`src/rtl/regfile_write_arbiter.sv`:
```
// regfile_write_arbiter: shares the single register-bank write port between
// the ALU (requester 0) and the memory load path (requester 1). Each requester
// owns a one-entry holding slot. One slot is issued per cycle as a registered
// write. A pending-write mask is exported for hazard detection.
// Optional feature macro: REGFILE_BYPASS_EN adds two combinational lookup
// ports that forward the youngest pending or in-flight value for an address.
module regfile_write_arbiter #(
    parameter int DATA_WIDTH = 32,
    parameter int ADDR_WIDTH = 5
) (
    input  logic                       clock,
    input  logic                       reset,
    input  logic                       aluValid,
    input  logic [ADDR_WIDTH-1:0]      aluAddr,
    input  logic [DATA_WIDTH-1:0]      aluData,
    output logic                       aluReady,
    input  logic                       memValid,
    input  logic [ADDR_WIDTH-1:0]      memAddr,
    input  logic [DATA_WIDTH-1:0]      memData,
    output logic                       memReady,
    output logic [ADDR_WIDTH-1:0]      registerAddressC,
    output logic [DATA_WIDTH-1:0]      writeData,
    output logic                       writeEnable,
    output logic [(2**ADDR_WIDTH)-1:0] pendingMask,
    output logic                       idle
`ifdef REGFILE_BYPASS_EN
    ,
    input  logic [ADDR_WIDTH-1:0]      lookupAddrA,
    input  logic [ADDR_WIDTH-1:0]      lookupAddrB,
    output logic                       bypassHitA,
    output logic                       bypassHitB,
    output logic [DATA_WIDTH-1:0]      bypassDataA,
    output logic [DATA_WIDTH-1:0]      bypassDataB
`endif
);

    // Requester inputs gathered into arrays so both slots share one code path.
    logic                  in_valid [2];
    logic [ADDR_WIDTH-1:0] in_addr  [2];
    logic [DATA_WIDTH-1:0] in_data  [2];

    assign in_valid[0] = aluValid;
    assign in_addr[0]  = aluAddr;
    assign in_data[0]  = aluData;
    assign in_valid[1] = memValid;
    assign in_addr[1]  = memAddr;
    assign in_data[1]  = memData;

    // Slot state. age_q=1 means the memory slot is the older one.
    // prefer_q names the requester that wins the next different-address tie.
    logic [1:0]            full_q, full_d;
    logic [ADDR_WIDTH-1:0] addr_q [2];
    logic [ADDR_WIDTH-1:0] addr_d [2];
    logic [DATA_WIDTH-1:0] data_q [2];
    logic [DATA_WIDTH-1:0] data_d [2];
    logic                  age_q, age_d;
    logic                  prefer_q, prefer_d;
    logic                  we_q, we_d;
    logic [ADDR_WIDTH-1:0] waddr_q, waddr_d;
    logic [DATA_WIDTH-1:0] wdata_q, wdata_d;

    logic [1:0] grant;
    logic [1:0] ready;
    logic [1:0] fill;

    // Grant is a function of slot state, age and pointer only, so ready never
    // depends on a valid input.
    always_comb begin
        grant = 2'b00;
        case (full_q)
            2'b01:   grant = 2'b01;
            2'b10:   grant = 2'b10;
            2'b11: begin
                if (addr_q[0] == addr_q[1]) begin
                    grant = age_q ? 2'b10 : 2'b01;
                end else begin
                    grant = prefer_q ? 2'b10 : 2'b01;
                end
            end
            default: grant = 2'b00;
        endcase
    end

    assign ready    = ~full_q | grant;
    assign aluReady = ready[0];
    assign memReady = ready[1];

    // A handover to register 0 completes the handshake but never fills a slot.
    assign fill[0] = in_valid[0] & ready[0] & (in_addr[0] != '0);
    assign fill[1] = in_valid[1] & ready[1] & (in_addr[1] != '0);

    // Next-state: slot refill/drain, age tracking, pointer and output register.
    always_comb begin
        full_d = full_q;
        addr_d = addr_q;
        data_d = data_q;
        for (int i = 0; i < 2; i++) begin
            if (fill[i]) begin
                full_d[i] = 1'b1;
                addr_d[i] = in_addr[i];
                data_d[i] = in_data[i];
            end else if (grant[i]) begin
                full_d[i] = 1'b0;
            end
        end

        // The slot that stays full while the other fills becomes the older one;
        // simultaneous fills treat memory as older.
        age_d = age_q;
        if (fill[0] && fill[1]) begin
            age_d = 1'b1;
        end else if (fill[0] && full_q[1] && !grant[1]) begin
            age_d = 1'b1;
        end else if (fill[1] && full_q[0] && !grant[0]) begin
            age_d = 1'b0;
        end

        prefer_d = prefer_q;
        if (grant[0]) begin
            prefer_d = 1'b1;
        end else if (grant[1]) begin
            prefer_d = 1'b0;
        end

        we_d    = |grant;
        waddr_d = waddr_q;
        wdata_d = wdata_q;
        if (grant[1]) begin
            waddr_d = addr_q[1];
            wdata_d = data_q[1];
        end else if (grant[0]) begin
            waddr_d = addr_q[0];
            wdata_d = data_q[0];
        end
    end

    // State registers with synchronous active-low reset; reset drops handshakes.
    always_ff @(posedge clock) begin
        if (!reset) begin
            full_q   <= 2'b00;
            addr_q   <= '{default: '0};
            data_q   <= '{default: '0};
            age_q    <= 1'b0;
            prefer_q <= 1'b0;
            we_q     <= 1'b0;
            waddr_q  <= '0;
            wdata_q  <= '0;
        end else begin
            full_q   <= full_d;
            addr_q   <= addr_d;
            data_q   <= data_d;
            age_q    <= age_d;
            prefer_q <= prefer_d;
            we_q     <= we_d;
            waddr_q  <= waddr_d;
            wdata_q  <= wdata_d;
        end
    end

    assign writeEnable      = we_q;
    assign registerAddressC = waddr_q;
    assign writeData        = wdata_q;
    assign idle             = !full_q[0] && !full_q[1] && !we_q;

    // Pending mask decoded from the slots only; bit 0 is tied low.
    genvar gi;
    generate
        for (gi = 0; gi < 2**ADDR_WIDTH; gi++) begin : g_mask
            if (gi == 0) begin : g_zero
                assign pendingMask[gi] = 1'b0;
            end else begin : g_bit
                assign pendingMask[gi] =
                    (full_q[0] && (addr_q[0] == ADDR_WIDTH'(gi))) ||
                    (full_q[1] && (addr_q[1] == ADDR_WIDTH'(gi)));
            end
        end
    endgenerate

`ifdef REGFILE_BYPASS_EN
    logic [ADDR_WIDTH-1:0] lk_addr  [2];
    logic                  lk_hit   [2];
    logic [DATA_WIDTH-1:0] lk_data  [2];

    assign lk_addr[0] = lookupAddrA;
    assign lk_addr[1] = lookupAddrB;

    // Youngest match wins: younger slot, then older slot, then the output register.
    always_comb begin
        logic [1:0] slot_hit;
        logic       out_hit;
        int         young;
        int         old;
        young = age_q ? 0 : 1;
        old   = age_q ? 1 : 0;
        for (int l = 0; l < 2; l++) begin
            slot_hit[0] = full_q[0] && (addr_q[0] == lk_addr[l]);
            slot_hit[1] = full_q[1] && (addr_q[1] == lk_addr[l]);
            out_hit     = we_q && (waddr_q == lk_addr[l]);
            lk_hit[l]   = 1'b0;
            lk_data[l]  = '0;
            if (lk_addr[l] != '0) begin
                if (slot_hit[young]) begin
                    lk_hit[l]  = 1'b1;
                    lk_data[l] = data_q[young];
                end else if (slot_hit[old]) begin
                    lk_hit[l]  = 1'b1;
                    lk_data[l] = data_q[old];
                end else if (out_hit) begin
                    lk_hit[l]  = 1'b1;
                    lk_data[l] = wdata_q;
                end
            end
        end
    end

    assign bypassHitA  = lk_hit[0];
    assign bypassHitB  = lk_hit[1];
    assign bypassDataA = lk_data[0];
    assign bypassDataB = lk_data[1];
`endif

endmodule
```
`config.mk`:
```
export PLATFORM = sky130hd
export DESIGN_NAME = regfile_write_arbiter
export DESIGN_NICKNAME = d
export VERILOG_FILES = /design/src/rtl/regfile_write_arbiter.sv
export SDC_FILE = /design/constraint.sdc
export NUM_CORES = 1
export LEC_CHECK = 0
export CAP_MARGIN = 30
export CELL_PAD_IN_SITES_DETAIL_PLACEMENT = 1
export CELL_PAD_IN_SITES_GLOBAL_PLACEMENT = 2
export CORE_MARGIN = 10
export CORE_UTILIZATION = 28
export CTS_CLUSTER_DIAMETER = 150
export DETAILED_ROUTE_END_ITERATION = 10
export PLACE_DENSITY_LB_ADDON = 0.1
export SKIP_LAST_GASP = 1
export SYNTH_ARGS = -nofsm -noshare
export SYNTH_HDL_FRONTEND = slang
export SYNTH_SLANG_ARGS = --single-unit
```
`constraint.sdc`:
```
create_clock -name clock -period 2.8 [get_ports clock]
set_clock_uncertainty 0.05 [all_clocks]
set_input_delay 0.56 -clock clock [delete_from_list [all_inputs] [get_ports clock]]
set_output_delay 0.56 -clock clock [all_outputs]
set_load 0.05 [all_outputs]
```
==> results.py, run 1 <==
metrics = {
    "final_layout": {
        "drive_gt1_share_pct": 15.5,
        "diodes": 0,
        "utilization_pct": 41.4,
        "fin_cells": 1140,
        "n_fill_cell": 2429,
        "design_area_mm2": 0.00866,
        "seq_area_mm2": 0.00232,
        "nets": 930,
        "multiInputGateArea_mm2": 0.00329,
        "syn_to_final_growth_pct": 46.7,
    },
    "worst_setup_path": {
        "cp.arrival_ps": 2170,
        "reg2reg_from": "addr_q[0]",
        "start_kind": "register",
        "critical_path_class": "reg -> out",
        "worstSetupEndpointType": "primary output",
        "ff2ff_path_depth": 7,
        "worstReg2RegEnd": "addr_q[4]",
        "required_ps": 2190,
        "cp_max_fo": 6,
        "regToRegSetupSlack_ps": 490,
    },
    "drt": {
        "dr.pass1.iters": 5,
        "routed_wl_um": 23500,
        "drtIter0Drc": 294,
        "routed_via_density": 5.35,
        "num_vias": 6095,
        "wl_per_cell_um": 20.6,
        "post-route-drc-count": 0,
        "drtAntennaViolNets": 0,
    },
    "placement": {
        "routabilityCongestion": 0.753,
        "place_inst": 1108,
        "hpwl_um": 16600,
        "port_buffers": 149,
        "placed_cell_area_mm2": 0.00797,
    },
    "floorplanning": {
        "initial_utilization_pct": 28.3,
        "dieArea_mm2": 0.0273,
        "io_pins": 151,
        "fp.coreArea_mm2": 0.0209,
        "fp.dieW_um": 165,
        "die_h_um": 165,
        "placementRows": 53,
    },
    "global_route": {
        "grt_overflow_total": 0,
        "grt_pass1_wl_um": 37300,
        "grt_antenna_before_repair": 0,
        "grt_pass1_vias": 6653,
        "grt_usage_pct": 17.2,
        "grt_start_max_net_pins": 75,
    },
    "synth": {
        "syn_inst": 719,
        "synthFlopType": "dfxtp_1",
        "ys_top_cells_by_count": "dfxtp_1 (116), nand2_1 (116), a21oi_1 (79)",
        "syn_area_per_cell_um2": 8.21,
        "syn_nets": 797,
        "yosysTopAreaCellShare_pct": 39.3,
        "synth_edf_count": 0,
        "synth_top_cell_by_area": "dfxtp_1",
        "ys_ff_latch": 116,
        "synth_area_leaders": "dfxtp_1 (39%), mux2i_1 (12%), nand2_1 (7.4%)",
        "netlist_area_mm2": 0.00590,
        "ys_types": 41,
        "yosysSeqAreaShare_pct": 39.3,
        "synth_warnings": 0,
        "synthArstFlopShare_pct": 0,
    },
    "timing": {
        "fmax_mhz": 359,
        "finalMaxSlewViolations": 0,
        "hold_violations": 0,
        "setup_violations": 0,
        "period_share_pct": 99.4,
        "worstMarginPinSlew_ps": 781,
        "rsz0062_at_grt": "yes",
        "slew_headroom_pct": 48.0,
        "period_needed_ps": 2780,
    },
    "clock_tree": {
        "cts_num_sinks": 116,
        "clk_latency_ps": 410,
        "clock-root-buffer": "clkbuf_16",
        "clockBufferDepth": 2,
        "htreeDepth": 4,
        "cts_tree": "done",
        "cts_buffers": 17,
        "clkTransAtPathRegs_ps": 60,
    },
    "job": {
        "cap_violations": 0,
    },
    "hold_path": {
        "hold_depth": 2,
        "worstHoldEndpoint": "writeData[12]",
        "min_from": "data_q[12]",
        "hold_class": "reg -> reg",
    },
    "pwr": {
        "peakVddDrop_mv": 0.337,
        "power_leakage_uw": 0.00323,
        "power_density_mw_per_mm2": 585,
    },
    "run_status": {
        "outcome": "finished, final reports clean",
    },
}
## kinds of logic (layout without fill, tap and decap cells)
family	after synthesis	in the layout	synth area share [%]
muxes	71	71	12.0
buffers and inverters	85	231	6.64
other	1	1	0.0635
and+or+nand+nor	242	242	19.1
AOI/OAI and AO/OA	199	199	22.1
DFF	116	116	39.3
xor gates and xnor gates	5	5	0.742
## worst max path at each step
stage               start  slack, ps               to  depth (start not counted)
3_3_place_gp   memAddr[2]       -190        data_q[3]                          7
3_5_place_dp   memAddr[0]         60        addr_q[2]                          8
2_1_floorplan   full_q[0]        190  pendingMask[19]                          4
6_report        addr_q[2]         20   pendingMask[2]                          5
4_1_cts         addr_q[3]        -20  pendingMask[10]                          5
5_1_grt         addr_q[1]        -50  pendingMask[24]                          5
## worst max-delay path, stage by stage, from the launching register on
cell and delay [ps]:
dfxtp_1 350, buf_4 180, or2_2 360, or3_1 390
o22ai_1 310, buf_12 180
## power by group
group          internal (uW)  switching (uW)
registers               1750            72.8
logic                    368             505
clock network           1560             807
## sequential cells by signal (all words and copies together) (netlist names)
signal	count
age_q	1
writeData	32
registerAddressC	5
prefer_q	1
data_q	64
writeEnable	1
addr_q	10
full_q	2
## per-layer routing
layer	vias up	part of all wire, %	track usage, %
li1	2906	-	-
met4	0	1.4	5.39
met1	3017	44	20.5
met3	23	5.3	4.71
met2	149	49	29.3
met5	-	0	0
## final cells by class
| type | instances | area share (%) |
|---|---|---|
| Inverter | 5 | 0.217 |
| Clock inverter | 12 | 2.04 |
| Sequential cell | 116 | 26.8 |
| Clock buffer | 20 | 5.39 |
| Multi-Input combinational cell | 518 | 38.0 |
| Tap cell | 275 | 3.97 |
| Timing Repair Buffer | 194 | 23.5 |
## per-stage QoR
step / total power, uW / setup TNS (ps) / hold slack (ps) / worst slack [ps]
after floorplan: 2340 / 0 / 382 / 189
after global placement: 2700 / -3000 / 393 / -191
after detailed placement: 2730 / 0 / 400 / 61.2
after CTS: 5110 / -33.9 / 408 / -21.1
after global routing: 5270 / -316 / 421 / -54.3
final: 5060 / 0 / 404 / 16.5
## what timing repair did
action,in CTS,in global routing
endpoints found under the hold margin,0,0
hold buffers,0,0
pin swaps,0,0
setup buffers,0,0
endpoints found under the setup margin,3,17
gates resized for setup,0,7
## cells in the final DEF, fill, tap and decap left out, types with 2 or more instances in the layout
cell type,n
nand2_1,116
clkdlybuf4s50_1,115
dfxtp_1,114
a21oi_1,78
mux2i_1,71
buf_4,55
nor2_1,43
nand4_1,40
o31ai_1,37
a41oi_1,36
o22ai_1,29
buf_12,22
clkbuf_16,17
or3_1,8
nand2b_1,8
nand3_1,5
inv_1,4
or2_2,4
o22ai_2,4
bufinv_16,4
xnor2_1,3
a31oi_1,3
clkbuf_8,3
clkinv_2,3
xnor2_2,2
nand3b_1,2
o21ai_4,2
nand4b_1,2
nor3_1,2
or4_1,2
o21a_1,2
o21ai_0,2
clkinv_4,2
clkinvlp_4,2
dfxtp_2,2
Note: power is estimated with default switching activity, not from simulation.
==> run 2: changes to the inputs <==
- CORE_ASPECT_RATIO: unset -> 1.2
- CORE_UTILIZATION: 28 -> 30
- clock period: 2.8 -> 3.6 ns (I/O delays scaled with it)
==> run 2 against run 1 <==
Net effect: non-clock buffer count decreased by 25; wire length decreased by 1.2%; register-to-register slack improved by 380 ps; final cell count decreased by 3.4%; sequential power decreased by 21%; first-iteration DRC count decreased by 2.0%; combinational power decreased by 30%; core utilization increased by 0.45 points; die area decreased by 5.8%; critical path depth decreased by 1; sequential share of layout area increased by 1.7 points; worst setup slack improved by 210 ps; largest cell class unchanged; largest power group unchanged; highest routed layer unchanged.
==> results.py, run 2 (same netlist as run 1, synthesis figures left out) <==
metrics = {
    "hold_path": {
        "worstHoldEndpoint": "writeData[11]",
        "hold_depth": 2,
        "min_from": "data_q[11]",
        "hold_class": "reg -> reg",
    },
    "worst_setup_path": {
        "reg2reg_from": "addr_q[7]",
        "worstReg2RegEnd": "data_q[17]",
        "worstSetupEndpointType": "primary output",
        "ff2ff_path_depth": 7,
        "critical_path_class": "reg -> out",
        "required_ps": 2830,
        "cp.arrival_ps": 2610,
        "crit_path_cell_trace": "nor2b_1, nand2_1, o22ai_1, clkdlybuf4s50_1",
        "regToRegSetupSlack_ps": 870,
        "cpPeakStageDelay_ps": 850,
        "cp_max_fo": 22,
        "crit_slowest_cell": "clkdlybuf4s50_1",
        "start_kind": "register",
    },
    "placement": {
        "place_inst": 1069,
        "port_buffers": 149,
        "routabilityCongestion": 0.830,
        "hpwl_um": 15600,
        "pre_cts_slack_ps": 658,
        "placed_cell_area_mm2": 0.00755,
    },
    "floorplanning": {
        "die_h_um": 174,
        "fp.dieW_um": 148,
        "dieArea_mm2": 0.0257,
        "fp.coreArea_mm2": 0.0195,
        "initial_utilization_pct": 30.3,
        "placementRows": 56,
        "io_pins": 151,
    },
    "global_route": {
        "grt_overflow_total": 0,
        "grt_start_max_net_pins": 75,
        "grt_usage_pct": 17.7,
        "grt_pass1_wl_um": 37000,
        "grt_antenna_before_repair": 0,
        "grt_pass1_vias": 6585,
    },
    "final_layout": {
        "final_common_cell": "clkdlybuf4s50_1",
        "fin_cells": 1101,
        "largest_reg_flops": 64,
        "final_cell_mix": "clkdlybuf4s50_1 (134), nand2_1 (116), dfxtp_1 (114), a21oi_1 (78), mux2i_1 (71)",
        "n_fill_cell": 2289,
        "drive_gt1_share_pct": 9.76,
        "design_area_mm2": 0.00816,
        "multiInputGateArea_mm2": 0.00325,
        "diodes": 0,
        "max_flop_register": "data_q",
        "syn_to_final_growth_pct": 38.3,
        "seq_area_mm2": 0.00233,
        "nets": 905,
    },
    "drt": {
        "dr.pass1.iters": 4,
        "routed_via_density": 5.48,
        "routed_wl_um": 23200,
        "num_vias": 6030,
        "post-route-drc-count": 0,
        "drtAntennaViolNets": 0,
        "drtIter0Drc": 288,
        "wl_per_cell_um": 21.1,
    },
    "clock_tree": {
        "postCtsSetupRepairBufs": 0,
        "cts_hold_buf": 0,
        "htreeDepth": 4,
        "clockBufferDepth": 2,
        "clock-root-buffer": "clkbuf_16",
        "post_cts_resized": 0,
        "clk_latency_ps": 410,
        "cts_num_sinks": 116,
        "clkTransAtPathRegs_ps": 60,
        "cts_buffers": 17,
        "cts_tree": "done",
    },
    "timing": {
        "tns_ps": 0,
        "setup_ws_ps": 223,
        "slew_headroom_pct": 43.8,
        "worstMarginPinSlew_ps": 843,
        "hold_violations": 0,
        "timing.hold.ws_ps": 400,
        "finalMaxSlewViolations": 0,
        "fmax_mhz": 296,
        "period_share_pct": 93.8,
        "setup_violations": 0,
        "period_needed_ps": 3380,
        "rsz0062_at_grt": "no",
    },
    "job": {
        "cap_violations": 0,
    },
    "run_status": {
        "outcome": "finished, final reports clean",
    },
    "pwr": {
        "power_density_mw_per_mm2": 466,
        "power_leakage_uw": 0.00298,
        "peakVddDrop_mv": 0.311,
    },
}
==> run 2: cell count changes in the layout (fill, tap and decap cells not counted), sizes merged <==
cell / delta
bufinv: -1
clkbuf: +3
buf: -44
clkinv: -1
inv: -1
clkdlybuf4s50: +19
==> run 2: critical path: cells and delay by family, from the launching register on <==
family | cells | cell delay (ps)
compound gates | 1 | 190
buf+inv | 1 | 850
flops | 1 | 570
simple gates | 2 | 580
==> run 2: cell type report <==
cell class / instances / area share (%)
sequential: 116 / 28.5
inverter: 5 / 0.230
timing repair buffer: 169 / 19.9
clock inverter: 9 / 1.53
multi-input combinational: 518 / 39.8
tap: 261 / 4.00
clock buffer: 23 / 5.98
==> run 2: stage by stage <==
step / utilization (%) / power [uW]
floorplan: - / 1820
global placement: 38.8 / 2060
detailed placement: 38.8 / 2080
CTS: 41.9 / 3840
global route: 41.9 / 3960
finish: 41.9 / 3810
==> run 2: how the worst max path moves through the flow <==
stage	startpoint	depth (start not counted)	endpoint	slack [ps]
3_3_place_gp	addr_q[0]	4	pendingMask[16]	720
6_report	full_q[0]	4	pendingMask[2]	220
4_1_cts	full_q[0]	4	pendingMask[2]	210
5_1_grt	full_q[0]	4	pendingMask[2]	90
3_5_place_dp	full_q[0]	4	pendingMask[2]	660
2_1_floorplan	full_q[0]	4	pendingMask[19]	830
==> run 2: power by group <==
group          internal, uW  switching [uW]
clock network          1160             604
registers              1360            70.2
logic                   247             366
total                  2770            1040
==> run 2: metal layers <==
metal  wire length [um]  part of all wire, %  global-route usage [%]  vias up
li1                   -                    -                       -     2860
met1              10100                   44                    20.2     3009
met2              11600                   50                    31.0      131
met3                944                  4.1                    4.49       30
met4                491                  2.1                    6.49        0
met5                  0                    0                       0        -
